--- src/rtl/tile_vram_arbiter.sv ---
// rtl/tile_vram_arbiter.sv - tile VRAM arbiter for BG/SP fetchers and CPU bridge
// Round-robin BG/SP in active display, CPU in idle slots with starvation guard, CPU first in blanking.
module tile_vram_arbiter #(
  parameter int TILE_ADDR_W    = 20,
  parameter int TILE_DATA_W    = 8,
  parameter int CPU_STARVE_MAX = 16
) (
  input  logic                   clk,
  input  logic                   rst,
  input  logic                   disp_active,
  input  logic                   bg_req,
  input  logic [TILE_ADDR_W-1:0] bg_addr,
  output logic                   bg_gnt,
  output logic                   bg_rvalid,
  output logic [TILE_DATA_W-1:0] bg_rdata,
  input  logic                   sp_req,
  input  logic [TILE_ADDR_W-1:0] sp_addr,
  output logic                   sp_gnt,
  output logic                   sp_rvalid,
  output logic [TILE_DATA_W-1:0] sp_rdata,
  input  logic                   cpu_req,
  input  logic                   cpu_we,
  input  logic [TILE_ADDR_W-1:0] cpu_addr,
  input  logic [TILE_DATA_W-1:0] cpu_wdata,
  output logic                   cpu_gnt,
  output logic                   cpu_rvalid,
  output logic [TILE_DATA_W-1:0] cpu_rdata,
  output logic                   mem_en,
  output logic                   mem_we,
  output logic [TILE_ADDR_W-1:0] mem_addr,
  output logic [TILE_DATA_W-1:0] mem_wdata,
  input  logic [TILE_DATA_W-1:0] mem_rdata
);

  localparam logic [7:0] STARVE_MAX = 8'(CPU_STARVE_MAX);
  localparam logic [1:0] ID_BG  = 2'd0;
  localparam logic [1:0] ID_SP  = 2'd1;
  localparam logic [1:0] ID_CPU = 2'd2;

  logic                   r_rr_ptr;
  logic [7:0]             r_starve_cnt;
  logic                   r_tag_valid;
  logic [1:0]             r_tag_id;
  logic                   r_bg_rvalid;
  logic                   r_sp_rvalid;
  logic                   r_cpu_rvalid;
  logic [TILE_DATA_W-1:0] r_bg_rdata;
  logic [TILE_DATA_W-1:0] r_sp_rdata;
  logic [TILE_DATA_W-1:0] r_cpu_rdata;

  logic                   w_force_cpu;
  logic                   w_bg_gnt;
  logic                   w_sp_gnt;
  logic                   w_cpu_gnt;
  logic                   w_rd_gnt;
  logic [1:0]             w_rd_id;

  assign w_force_cpu = (r_starve_cnt == STARVE_MAX);

  always_comb begin
    w_bg_gnt  = 1'b0;
    w_sp_gnt  = 1'b0;
    w_cpu_gnt = 1'b0;
    if (!rst) begin
      if (disp_active) begin
        // A starved CPU preempts both fetchers for exactly one slot
        if (w_force_cpu && cpu_req) begin
          w_cpu_gnt = 1'b1;
        end else if (bg_req && sp_req) begin
          w_bg_gnt = !r_rr_ptr;
          w_sp_gnt = r_rr_ptr;
        end else if (bg_req) begin
          w_bg_gnt = 1'b1;
        end else if (sp_req) begin
          w_sp_gnt = 1'b1;
        end else if (cpu_req) begin
          w_cpu_gnt = 1'b1;
        end
      end else begin
        if (cpu_req) begin
          w_cpu_gnt = 1'b1;
        end else if (bg_req) begin
          w_bg_gnt = 1'b1;
        end else if (sp_req) begin
          w_sp_gnt = 1'b1;
        end
      end
    end
  end

  assign bg_gnt  = w_bg_gnt;
  assign sp_gnt  = w_sp_gnt;
  assign cpu_gnt = w_cpu_gnt;
  assign mem_en  = w_bg_gnt | w_sp_gnt | w_cpu_gnt;
  assign mem_we  = w_cpu_gnt & cpu_we;

  always_comb begin
    mem_addr  = '0;
    mem_wdata = '0;
    if (w_bg_gnt) begin
      mem_addr = bg_addr;
    end else if (w_sp_gnt) begin
      mem_addr = sp_addr;
    end else if (w_cpu_gnt) begin
      mem_addr  = cpu_addr;
      mem_wdata = cpu_wdata;
    end
  end

  always_ff @(posedge clk) begin
    if (rst) begin
      r_rr_ptr <= 1'b0;
    end else if (w_bg_gnt) begin
      r_rr_ptr <= 1'b1;
    end else if (w_sp_gnt) begin
      r_rr_ptr <= 1'b0;
    end
  end

  always_ff @(posedge clk) begin
    if (rst || !cpu_req || w_cpu_gnt) begin
      r_starve_cnt <= '0;
    end else if (disp_active && (r_starve_cnt != STARVE_MAX)) begin
      r_starve_cnt <= r_starve_cnt + 8'd1;
    end
  end

  assign w_rd_gnt = w_bg_gnt | w_sp_gnt | (w_cpu_gnt & !cpu_we);
  assign w_rd_id  = w_bg_gnt ? ID_BG : (w_sp_gnt ? ID_SP : ID_CPU);

  always_ff @(posedge clk) begin
    if (rst) begin
      r_tag_valid <= 1'b0;
      r_tag_id    <= ID_BG;
    end else begin
      r_tag_valid <= w_rd_gnt;
      r_tag_id    <= w_rd_id;
    end
  end

  // Only the tagged requester's data register loads; the others keep their last value
  always_ff @(posedge clk) begin
    if (rst) begin
      r_bg_rvalid  <= 1'b0;
      r_sp_rvalid  <= 1'b0;
      r_cpu_rvalid <= 1'b0;
      r_bg_rdata   <= '0;
      r_sp_rdata   <= '0;
      r_cpu_rdata  <= '0;
    end else begin
      r_bg_rvalid  <= r_tag_valid && (r_tag_id == ID_BG);
      r_sp_rvalid  <= r_tag_valid && (r_tag_id == ID_SP);
      r_cpu_rvalid <= r_tag_valid && (r_tag_id == ID_CPU);
      if (r_tag_valid && (r_tag_id == ID_BG)) r_bg_rdata <= mem_rdata;
      if (r_tag_valid && (r_tag_id == ID_SP)) r_sp_rdata <= mem_rdata;
      if (r_tag_valid && (r_tag_id == ID_CPU)) r_cpu_rdata <= mem_rdata;
    end
  end

  assign bg_rvalid  = r_bg_rvalid;
  assign sp_rvalid  = r_sp_rvalid;
  assign cpu_rvalid = r_cpu_rvalid;
  assign bg_rdata   = r_bg_rdata;
  assign sp_rdata   = r_sp_rdata;
  assign cpu_rdata  = r_cpu_rdata;

endmodule

--- config.mk ---
export PLATFORM = sky130hd
export DESIGN_NAME = tile_vram_arbiter
export DESIGN_NICKNAME = d
export VERILOG_FILES = /design/src/rtl/tile_vram_arbiter.sv
export SDC_FILE = /design/constraint.sdc
export NUM_CORES = 1
export LEC_CHECK = 0
export CAP_MARGIN = 20
export CORE_ASPECT_RATIO = 1.4
export CORE_UTILIZATION = 40
export DETAILED_ROUTE_END_ITERATION = 8
export HOLD_SLACK_MARGIN = 0.15
export PLACE_DENSITY = 0.87
export REMOVE_ABC_BUFFERS = 1
export SLEW_MARGIN = 20
export SYNTH_ARGS = -nofsm -noshare
export SYNTH_HDL_FRONTEND = slang
export SYNTH_SLANG_ARGS = --single-unit
--- constraint.sdc ---
create_clock -name clk -period 4.92 [get_ports clk]
set_input_delay 0.984 -clock clk [delete_from_list [all_inputs] [get_ports clk]]
set_output_delay 0.984 -clock clk [all_outputs]
set_load 0.05 [all_outputs]
======== Word level (Yosys, flattened, before mapping) ========
Cells that the tools add are included.
cells by class
  bitwise gates (word level) .............. 5
  $add $sub $neg .......................... 1
  $lt $le $gt $ge ......................... 0
  multipliers ............................. 0
  divide/modulo/power cells ............... 0
  shifts and indexed selects .............. 0
  reductions and logical operators ........ 14
  multiplexer cells ....................... 29
  equal/unequal tests ..................... 4
operator list
  cell                 number
  $mux 20              3
  $mux 8               3
  $mux 1               22
  $add 8x1->8 const B  1
  $eq 8x5->1 const B   1
  $ne 8x5->1 const B   1
  $logic_and 1x1->1    6
  $logic_not 1->1      3
  $or 1x1->1           3
  $and 1x1->1          2
  $eq 2x1->1 const B   1
  $eq 2x2->1 const B   1
  $logic_not 2->1      1
  $logic_or 1x1->1     2
  $mux 2               1
  $reduce_bool 2->1    1
  $reduce_or 2->1      1
storage, ports and cells
  bits in writable memories ............... 0
  bits in read-only memories .............. 0
  latch bits .............................. 0
  register bits ........................... 39
  output and inout port bits .............. 60
  memories ................................ 0
  word-level logic and storage cells ...... 63

======== Logic depth before layout (Yosys ltp) ========
  depth after elaboration ................. 10
  gate-level depth with buffers ........... 8

======== Worst setup path before layout ========
No wires, ideal clock.
  kind .................................... in2out
  start point ............................. in disp_active
  end point ............................... out mem_addr[10]
  stages .................................. 7
  buffers on the path ..................... 3
  required time ........................... 3.936 ns
  path slack .............................. 1.234 ns
  data arrival time ....................... 2.702 ns
  path through ............................ buf_2 nand2b_1 nand4b_1 or2_1 buf_4 buf_6 a31oi_1
between the ends
  longest elaborated chain between the ends .. 5
  elaborated cells between the ends (all ways) .. 9
  classes of those cells .................. mux (9)
ends and longest elaborated chain
  element             line  RTL
  start: declaration  10    input logic disp_active,
  $mux 1              65    if (disp_active) begin
  $mux 1              64    if (!rst) begin
  $mux 20             104   end else if (w_cpu_gnt) begin
  $mux 20             102   end else if (w_sp_gnt) begin
  $mux 20 (*)         100   if (w_bg_gnt) begin
  end: declaration    30    output logic [TILE_ADDR_W-1:0] mem_addr,
Mark *: on every way between the ends. The rest lies on a longest branch, timed or not.

======== Worst setup path in the final report ========
  start point ............................. in disp_active
  end point ............................... out mem_addr[15]
The elaborated chain is that of the path after synthesis.

==> summary.txt <==
Outcome
  • Status: completed

Worst hold path
  • Hold crit path type: flop to flop

Critical path
  • Reg2Reg Depth: 6
  • Launching point of the worst reg2reg path: r_starve_cnt[0]$_SDFFE_PP0P_
  • Crit path launch: disp_active
  • Worst r2r dst: r_starve_cnt[3]$_SDFFE_PP0P_
  • Worst Setup EP: mem_addr[15]
  • R2r setup slk: 2.58 ns
  • Worst Path Arrival: 3.22 ns
  • WP data required: 3.94 ns
  • Startpoint Class: input port
  • CP Class: input port to primary output
  • Critical Path End Type: primary output
  • Worst Path Max Fanout: 24

Floorplan
  • Starting Density: about two fifths
  • Die height: between 90 and 100 um
  • Cell Rows: 32
  • # IOs: roughly 140
  • CORE AREA: ~5500 sq um
  • Die width: 65.6 um
  • Die ar.: 5970 sq um

Power and ir drop
  • Pleak: 0.00163 uW
  • Max VDD drop: 0.199 mV
  • Power per cell area: between 200 and 300 nW/um^2

Clock network
  • Clk root buf: clkbuf_8
  • Setup Fix Bufs, Post-CTS: 0
  • Total CTS buffers: 5
  • TritonCTS clock tree: done
  • CTS Buffer Depth: 2
  • Clk sinks: 39
  • Resized cells post-CTS: 0
  • CTS clk-pin slew, worst paths: about 0.07 ns
  • Htree depth: 2
  • Post-CTS Hold Fix Bufs: 0
  • Worst-skew pair later-pin latency: approximately 0.29 ns

Drt
  • Number of DRC markers in iteration 0: between 100 and 150
  • Antenna Nets Post-Route: 0
  • Routed vias/inst: 5.65
  • Residual DRC count: 0
  • DR WL/cell: about 16 um
  • First drt pass iteration count: 4
  • Routed via count: 2609
  • Final WL: 7490 um

Yosys
  • Synth async-reset ratio: 0%
  • Largest family of logic cells by synthesized area: simple AND/OR/NAND/NOR gates
  • Ys flop type: dfxtp_1
  • XOR/XNOR share of the synthesized area: 2.32%
  • Area leader, netlist: dfxtp_1
  • Post-synth EDFFs: 0
  • Mux cell area share after synthesis: 10.6%
  • Register area share after synthesis: 34.5%
  • Compound-Gate Fraction of Synth Area: 17.3%
  • Post-Synth Simple-Gate Area: 25.5%
  • Post-synth top area share: approximately a third
  • Cells after synthesis: 266
  • Distinct cells, synth: 36
  • Top post-synthesis cells by area: dfxtp_1 (34%), mux2i_1 (11%), o2111ai_1 (7.7%), nor2_1 (6.0%), nand3_1 (5.7%)
  • Synth Register Bits: 39
  • Mapped Area: 2260 sq um
  • Syn. warnings: 0
  • Mean Syn Cell Area: 8.51 sq um
  • Adder-Cell Fraction of Synth Area: 1.10%

STA
  • Final Hold Fails: 0
  • Post-route setup slack: 0.718 ns
  • Period utilization: 85.4%
  • Max Freq: between 200 and 250 MHz
  • Final Skew: about 0.0055 ns
  • Worst Tran Pin Value: 0.974 ns
  • Slew HR: 34.8%
  • Setup-failing EPs final: 0
  • RSZ-0062 raised after global routing: no
  • TNS Setup: 0 ns
  • Max-slew violation count: 0
  • Minimum clock period: roughly 4.2 ns

Cells and area
  • Layout area overhead: 76.9%
  • Most common cell after layout, fill and taps aside: clkdlybuf4s50_1
  • Layout cells sized above 1: between 10% and 20%
  • Post-route cell area: around 4000 sq um
  • Most frequent cells in the layout: clkdlybuf4s50_1 (109), dfxtp_1 (39), nor2_1 (35), nand3_1 (26), mux2i_1 (24)
  • NumNets Final: 478
  • # diodes: 0
  • Util after Layout: 73.0%

Global route
  • Number of global-route vias before repair: between 2000 and 3000
  • Largest net degree at the start of global routing: 32
  • Remaining global-route overflow: 0
  • Initial antenna violation count: 0
  • Total GRT Usage: about a quarter
  • First-pass GRT wire length: roughly 12000 um

Run
  • Max cap viols: 0

Placement
  • DP Area: roughly 3900 sq um
  • Global placement routability congestion: 0.791
  • Worst slack, placed: 0.747 ns
  • Hpwl dp: around 5400 um
  • Buffers on Ports: 142
-- worst max-delay path: stages --
cell and delay [ns]:
clkdlybuf4s50_1 0.69, nand3_1 0.16, nand4b_1 0.14, or2_1 0.72, a31oi_1 0.29, buf_12 0.24
-- where the power goes --
part,switching (uW),total (uW),internal [uW]
clock network,110,312,203
registers,6.88,334,327
logic,197,369,171
-- cell usage after synthesis, types with 2 or more instances --
master,number
nor3_1,20
dfxtp_1,39
nand3_1,26
inv_1,6
clkbuf_1,15
buf_2,4
nand2b_1,3
ha_1,2
buf_1,2
a31oi_1,20
inv_2,2
nand4_1,2
buf_4,2
nor2_1,36
nand3b_1,2
xor2_1,6
buf_6,6
mux2i_1,24
and3_1,10
o2111ai_1,20
nor2b_1,2
nand2_1,3
-- flip-flops by register name, summed over array words and instances (netlist names) --
name,flops
cpu_rvalid,1
sp_rdata,8
r_tag_id,2
bg_rdata,8
bg_rvalid,1
sp_rvalid,1
r_rr_ptr,1
r_starve_cnt,8
cpu_rdata,8
r_tag_valid,1
-- stage by stage --
stage | power, uW | hold WS, ns | instances
final | 1010 | 0.500 | 462
after global routing | 1050 | 0.543 | 462
after CTS | 1020 | 0.496 | 462
after detailed placement | 710 | 0.475 | 454
after global placement | 706 | 0.473 | 454
after floorplan | 512 | 0.449 | 237
-- final cells by class --
cell class | count | area, sq um
Timing Repair Buffer | 149 | 1680
Clock inverter | 2 | 60.1
Sequential cell | 39 | 781
Multi-Input combinational cell | 190 | 1300
Tap cell | 68 | 85.1
Fill cell | 397 | 1480
Clock buffer | 6 | 72.6
Inverter | 8 | 30.0
-- kinds of logic (layout without fill, tap and decap cells) --
| group | after synthesis | in the layout |
|---|---|---|
| buffers and inverters | 37 | 165 |
| XOR/XNOR | 6 | 6 |
| AO/OA/AOI/OAI | 46 | 46 |
| multiplexers | 24 | 24 |
| adder cells (fa/ha/maj) | 2 | 2 |
| flip-flops | 39 | 39 |
| AND/OR/NAND/NOR | 112 | 112 |
-- per-layer routing --
layer	part of all wire, %	vias up	wire, um	GRT usage [%]
met5	0	-	0	0
met4	2.3	0	171	9.24
met3	8.0	18	600	6.66
met2	52	138	3880	48.3
met1	38	1221	2840	26.3
li1	-	1232	-	-
-- worst min-delay path by stage --
stage / start / end / slack [ns] / depth (start not counted)
after floorplan: r_starve_cnt[0]$_SDFFE_PP0P_ / r_starve_cnt[0]$_SDFFE_PP0P_ / 0.45 / 1
after global placement: r_starve_cnt[0]$_SDFFE_PP0P_ / r_starve_cnt[0]$_SDFFE_PP0P_ / 0.47 / 1
after detailed placement: r_starve_cnt[0]$_SDFFE_PP0P_ / r_starve_cnt[0]$_SDFFE_PP0P_ / 0.47 / 1
after CTS: r_starve_cnt[0]$_SDFFE_PP0P_ / r_starve_cnt[0]$_SDFFE_PP0P_ / 0.50 / 1
after global routing: cpu_rdata[5]$_SDFFE_PP0P_ / cpu_rdata[5]$_SDFFE_PP0P_ / 0.54 / 2
final: r_starve_cnt[0]$_SDFFE_PP0P_ / r_starve_cnt[0]$_SDFFE_PP0P_ / 0.50 / 1
No activity file was read; power rests on OpenSTA's default activity.
